## src/rtl/shiftreg_arbiter.sv

```systemverilog
// shiftreg_arbiter
//   Round-robin arbiter that shares one 74hc595 byte shifter among N_REQ
//   requesters. A winner's byte is captured on grant, offered to the shifter
//   with a one-cycle enable, and completion is reported once the shifter's
//   ready flag returns high (byte latched by RCLK).
//
// Parameters
//   N_REQ          number of requesters (2..8)
//   IDX_W          owner index width (>= clog2(N_REQ))
//   TIMEOUT_CYCLES watchdog limit in clocks (only with SHREG_ARB_TIMEOUT_EN)
//
// Optional feature macro
//   SHREG_ARB_TIMEOUT_EN  when defined, a watchdog aborts a transfer that
//                         stays in WAIT_ACK/WAIT_DONE for TIMEOUT_CYCLES
//                         clocks; when undefined the FSM waits indefinitely
//                         and o_Timeout is tied low.
//
// Ports
//   i_clk      system clock
//   i_rst_n    synchronous active-low reset
//   i_Req      level request per requester
//   i_ReqData  byte for requester k at [8k+7:8k]
//   o_Gnt      one-cycle pulse when requester k's byte is captured
//   o_Done     one-cycle pulse when requester k's byte has been latched
//   o_Busy     high whenever the FSM is not in IDLE
//   o_Owner    index of the current or last winner
//   o_Timeout  one-cycle pulse on a watchdog abort
//   o_Data     byte to the shifter
//   o_Enable   enable strobe to the shifter
//   i_Ready    ready flag from the shifter
module shiftreg_arbiter #(
  parameter int N_REQ          = 4,
  parameter int IDX_W          = 2,
  parameter int TIMEOUT_CYCLES = 255
) (
  input  logic               i_clk,
  input  logic               i_rst_n,
  input  logic [N_REQ-1:0]   i_Req,
  input  logic [8*N_REQ-1:0] i_ReqData,
  output logic [N_REQ-1:0]   o_Gnt,
  output logic [N_REQ-1:0]   o_Done,
  output logic               o_Busy,
  output logic [IDX_W-1:0]   o_Owner,
  output logic               o_Timeout,
  output logic [7:0]         o_Data,
  output logic               o_Enable,
  input  logic               i_Ready
);

  typedef enum logic [1:0] {
    IDLE      = 2'd0,
    ISSUE     = 2'd1,
    WAIT_ACK  = 2'd2,
    WAIT_DONE = 2'd3
  } state_t;

  localparam logic [IDX_W:0] N_REQ_W = (IDX_W+1)'(N_REQ);

  if (N_REQ < 2 || N_REQ > 8 || IDX_W < $clog2(N_REQ) || TIMEOUT_CYCLES < 1) begin : g_bad_params
    $error("shiftreg_arbiter: invalid parameter combination");
  end

  state_t           state_q;
  logic [IDX_W-1:0] rr_ptr_q;

  logic [7:0]       req_byte [N_REQ];
  logic [N_REQ-1:0] req_rot;
  logic [IDX_W-1:0] win_off_d;
  logic [IDX_W-1:0] win_idx_d;
  logic             win_vld_d;
  logic [IDX_W:0]   win_sum;
  logic [IDX_W:0]   owner_inc;
  logic [IDX_W-1:0] owner_nxt_d;

  for (genvar gi = 0; gi < N_REQ; gi++) begin : g_bytes
    assign req_byte[gi] = i_ReqData[8*gi +: 8];
  end

  // Rotate the request vector so bit 0 is the requester at rr_ptr; the
  // lowest set bit of the rotated vector is then the round-robin winner.
  always_comb begin
    req_rot   = N_REQ'({i_Req, i_Req} >> rr_ptr_q);
    win_off_d = '0;
    win_vld_d = 1'b0;
    // Descending scan: the last hit written is the lowest offset.
    for (int k = N_REQ - 1; k >= 0; k--) begin
      if (req_rot[k]) begin
        win_off_d = IDX_W'(k);
        win_vld_d = 1'b1;
      end
    end
    win_sum     = {1'b0, rr_ptr_q} + {1'b0, win_off_d};
    win_idx_d   = (win_sum >= N_REQ_W) ? IDX_W'(win_sum - N_REQ_W) : IDX_W'(win_sum);
    owner_inc   = {1'b0, o_Owner} + 1'b1;
    owner_nxt_d = (owner_inc >= N_REQ_W) ? '0 : IDX_W'(owner_inc);
  end

`ifdef SHREG_ARB_TIMEOUT_EN
  localparam int             CNT_W   = $clog2(TIMEOUT_CYCLES + 1);
  localparam logic [CNT_W-1:0] TO_LAST = CNT_W'(TIMEOUT_CYCLES - 1);
  logic [CNT_W-1:0] to_cnt_q;
`else
  assign o_Timeout = 1'b0;
`endif

  always_ff @(posedge i_clk) begin
    if (!i_rst_n) begin
      state_q  <= IDLE;
      rr_ptr_q <= '0;
      o_Gnt    <= '0;
      o_Done   <= '0;
      o_Busy   <= 1'b0;
      o_Owner  <= '0;
      o_Data   <= 8'h00;
      o_Enable <= 1'b0;
`ifdef SHREG_ARB_TIMEOUT_EN
      o_Timeout <= 1'b0;
      to_cnt_q  <= '0;
`endif
    end else begin
      // Pulse outputs default low every cycle.
      o_Gnt    <= '0;
      o_Done   <= '0;
      o_Enable <= 1'b0;
`ifdef SHREG_ARB_TIMEOUT_EN
      o_Timeout <= 1'b0;
`endif
      case (state_q)
        IDLE: begin
          // A low i_Ready here also covers a shifter still finishing a byte
          // that was in flight when reset was applied.
          if (i_Ready && win_vld_d) begin
            o_Data  <= req_byte[win_idx_d];
            o_Owner <= win_idx_d;
            o_Gnt   <= N_REQ'(1) << win_idx_d;
            o_Busy  <= 1'b1;
            state_q <= ISSUE;
          end
        end
        ISSUE: begin
          o_Enable <= 1'b1;
          state_q  <= WAIT_ACK;
`ifdef SHREG_ARB_TIMEOUT_EN
          to_cnt_q <= '0;
`endif
        end
        WAIT_ACK: begin
          // Shifter drops ready once it has taken the byte.
          if (!i_Ready) begin
            state_q <= WAIT_DONE;
          end
        end
        WAIT_DONE: begin
          if (i_Ready) begin
            o_Done   <= N_REQ'(1) << o_Owner;
            rr_ptr_q <= owner_nxt_d;
            o_Busy   <= 1'b0;
            state_q  <= IDLE;
          end
        end
        default: state_q <= IDLE;
      endcase
`ifdef SHREG_ARB_TIMEOUT_EN
      // Watchdog: a normal completion in the same cycle takes priority.
      if (state_q == WAIT_ACK || state_q == WAIT_DONE) begin
        to_cnt_q <= to_cnt_q + 1'b1;
        if (to_cnt_q == TO_LAST && !(state_q == WAIT_DONE && i_Ready)) begin
          o_Timeout <= 1'b1;
          rr_ptr_q  <= owner_nxt_d;
          o_Busy    <= 1'b0;
          state_q   <= IDLE;
        end
      end
`endif
    end
  end

endmodule

```

## config.mk

```make
export PLATFORM = sky130hd
export DESIGN_NAME = shiftreg_arbiter
export DESIGN_NICKNAME = d
export VERILOG_FILES = /design/src/rtl/shiftreg_arbiter.sv
export SDC_FILE = /design/constraint.sdc
export NUM_CORES = 1
export LEC_CHECK = 0
export BUFFER_PORTS_ARGS = -buffer_cell sky130_fd_sc_hd__buf_2
export CAP_MARGIN = 20
export CORE_UTILIZATION = 25
export DETAILED_ROUTE_END_ITERATION = 10
export MAX_ROUTING_LAYER = met4
export PLACE_DENSITY = 0.56
export SKIP_CTS_REPAIR_TIMING = 1
export SYNTH_ARGS = -nofsm -noshare
export SYNTH_HDL_FRONTEND = slang
export SYNTH_SLANG_ARGS = --single-unit
```

## constraint.sdc

```tcl
create_clock -name i_clk -period 3.24 [get_ports i_clk]
set_input_delay 0.162 -clock i_clk [delete_from_list [all_inputs] [get_ports i_clk]]
set_output_delay 0.162 -clock i_clk [all_outputs]
set_load 0.05 [all_outputs]
```

==> metrics.txt <==
final setup vio count 0; drt drc 3; fin area 2040 sq um; worst path required time 3.40 ns; post-synth top area share 0.280; flop2flop setup slack 0.68 ns; Final TNS setup 0 ns; share of layout cells above drive strength 1 0.382; IO buf count 58; CP startpoint rr_ptr_q[0]; Fin Clk Skew 0.00525 ns; Achievable Freq 391 MHz; cell taking the most area after synthesis dfxtp_1; CP max FO 20; Worst EP arrival 2.72 ns; status complete, but fails checks; clk_lat worst skew 0.27 ns; Slew Limit Fails 0; Slew headroom 0.336; diode count 0; FP Rows 29; CTS tree yes; initial DRC count 76; r2r endpoint o_Data[6]; Core Footprint 6490 sq um; Routed WL 4.21 mm; worst slew pin tran 0.996 ns; Final Wtd Congestion 0.747; CP Class flip-flop to flip-flop; placed cell areas 1980 sq um; number of synthesis warnings 0; met2 wire length 1.90 mm; worst reg-to-reg path cell count 7; failing checks DRC; Via density 4.72; GRT Total Usage 0.126; CTS Buf Count 3; Pleak 1.01 nW; Max Cap Viol 0; Post-DP HPWL 3.06 mm; register bit total from synthesis 24; Area Overhead vs Synth 18.8%; Final nets 288; top cells by area, synth dfxtp_1 28%, mux2i_1 15%, and3_2 6.1%; CP endpoint o_Data[6]; ys async rst share 0; post-synth cell types 45; most common flop cell mapped by yosys dfxtp_1; first-pass GRT wire length 6.99 mm; fin crit share 0.789; HP Class input port to flip-flop; most frequent cell after synthesis mux2i_1; worst r2r src rr_ptr_q[0]; WL met3 146 microns; pin count of the biggest net entering global routing 21; CP endpoint kind flip-flop; Die ar. 7200 sq um; initial antenna violation count 0; WL per Instance 13.2 microns; Worst-path clk slew 0.09 ns; Final Hold Vio Count 0; DR top layer met4; Clock Path Buffers 2; wl on met1 2.02 mm; HP Start i_Ready; PD cells 566 nW/um^2; Die Height 84.8 microns; crit path launch type flip-flop; Ports 60; Die Wd 84.8 microns; DR pass1 iterations 7; Antenna Nets Post-Route 0; Post-synth EDFFs 0; Syn Area/Cell 8.98 sq um; area of the mapped netlist 1720 sq um; vias 1501; final global-route overflow total 0; Final Util 0.314; Starting Density 0.264; syn nets 237; unrepaired setup endpoints after global routing no; Post-Synthesis Cells 191; Clock Sinks 24; vias in the first global route 1494; clk root buf clkbuf_8; Post-synth top cells 26 x mux2i_1, 24 x dfxtp_1, 24 x nand2_1; H-tree levels 1; min cycle time layout 2.56 ns; register area share after synthesis 0.280; peak supply drop 0.195 mV
-- per-layer routing --
layer,GRT usage,up-vias
met5,-,-
met4,0.0724,0
met3,0.0214,11
met2,0.186,34
met1,0.161,677
li1,-,779
-- critical path, cell delays in order (launching register included) --
cell and delay [ns]:
dfxtp_1 0.44, or4_2 0.70, o2111ai_1 0.10, ha_1 0.26, buf_4 0.24, mux2i_1 0.16
and3_1 0.19, o41ai_1 0.36
-- logic make-up after synthesis --
kind of cell,share of synthesized area
mux,0.158
fa+ha+maj,0.0511
buf+inv,0.0912
other cells,0.00219
compound gates,0.139
simple gates,0.253
xor+xnor,0.0248
flops,0.280
-- stage by stage --
| stage | total power (W) | std cells | setup slack, ns | hold slack [ns] |
|---|---|---|---|---|
| 6_report | 0.00115 | 318 | 0.684 | 0.211 |
| 5_1_grt | 0.00123 | 318 | 0.536 | 0.223 |
| 4_1_cts | 0.00117 | 318 | 0.692 | 0.209 |
| 3_5_place_dp | 0.000952 | 314 | 0.718 | 0.480 |
| 3_3_place_gp | 0.000944 | 314 | 0.803 | 0.474 |
| 2_1_floorplan | 0.000836 | 191 | 0.901 | 0.317 |
-- worst min path at each step --
stage	slack [ns]	endpoint	depth (start not counted)
floorplan	0.32	o_Done[0]	2
detailed placement	0.48	o_Data[7]	2
CTS	0.21	o_Done[0]	3
global placement	0.47	o_Data[2]	2
global route	0.22	o_Done[2]	3
finish	0.21	o_Done[0]	3
-- registers in the layout, indices dropped and copies added (netlist names) --
register,flops
rr_ptr_q,2
o_Done,4
o_Owner,2
o_Busy,1
o_Enable,1
o_Gnt,4
state_q,2
o_Data,8
-- report_power, final --
group | switching, W | leakage [nW] | internal (W) | total [W]
Clock | 0.000104 | 0.0288 | 0.000109 | 0.000213
Combinational | 0.000361 | 0.783 | 0.000187 | 0.000547
Sequential | 0.0000446 | 0.196 | 0.000349 | 0.000393
Total | 0.000509 | 1.01 | 0.000644 | 0.00115
-- cell type report --
type	count	area, sq um
repair buffers	60	305
well taps	77	96.3
multi-input cells	147	1080
flip-flops and latches	24	480
inverters	6	22.5
clock buffers	4	55.1
fillers	703	4460
-- layout by cell type, fill, tap and decap left out, drive strengths merged, types with 2 or more instances in the layout --
cell type | netlist | layout
o21ai | 2 | 2
nor3 | 8 | 8
nand2 | 26 | 26
o32ai | 2 | 2
nor2 | 14 | 14
xnor2 | 3 | 3
nand2b | 3 | 3
clkbuf | 4 | 4
and2 | 2 | 2
buf | 10 | 60
a21boi | 2 | 2
o41ai | 7 | 7
inv | 6 | 6
a211oi | 2 | 2
nor2b | 3 | 3
a21oi | 2 | 2
nand3 | 10 | 10
ha | 7 | 7
and3 | 15 | 15
dfxtp | 24 | 24
mux2i | 26 | 26
No activity file was read; power rests on OpenSTA's default activity.
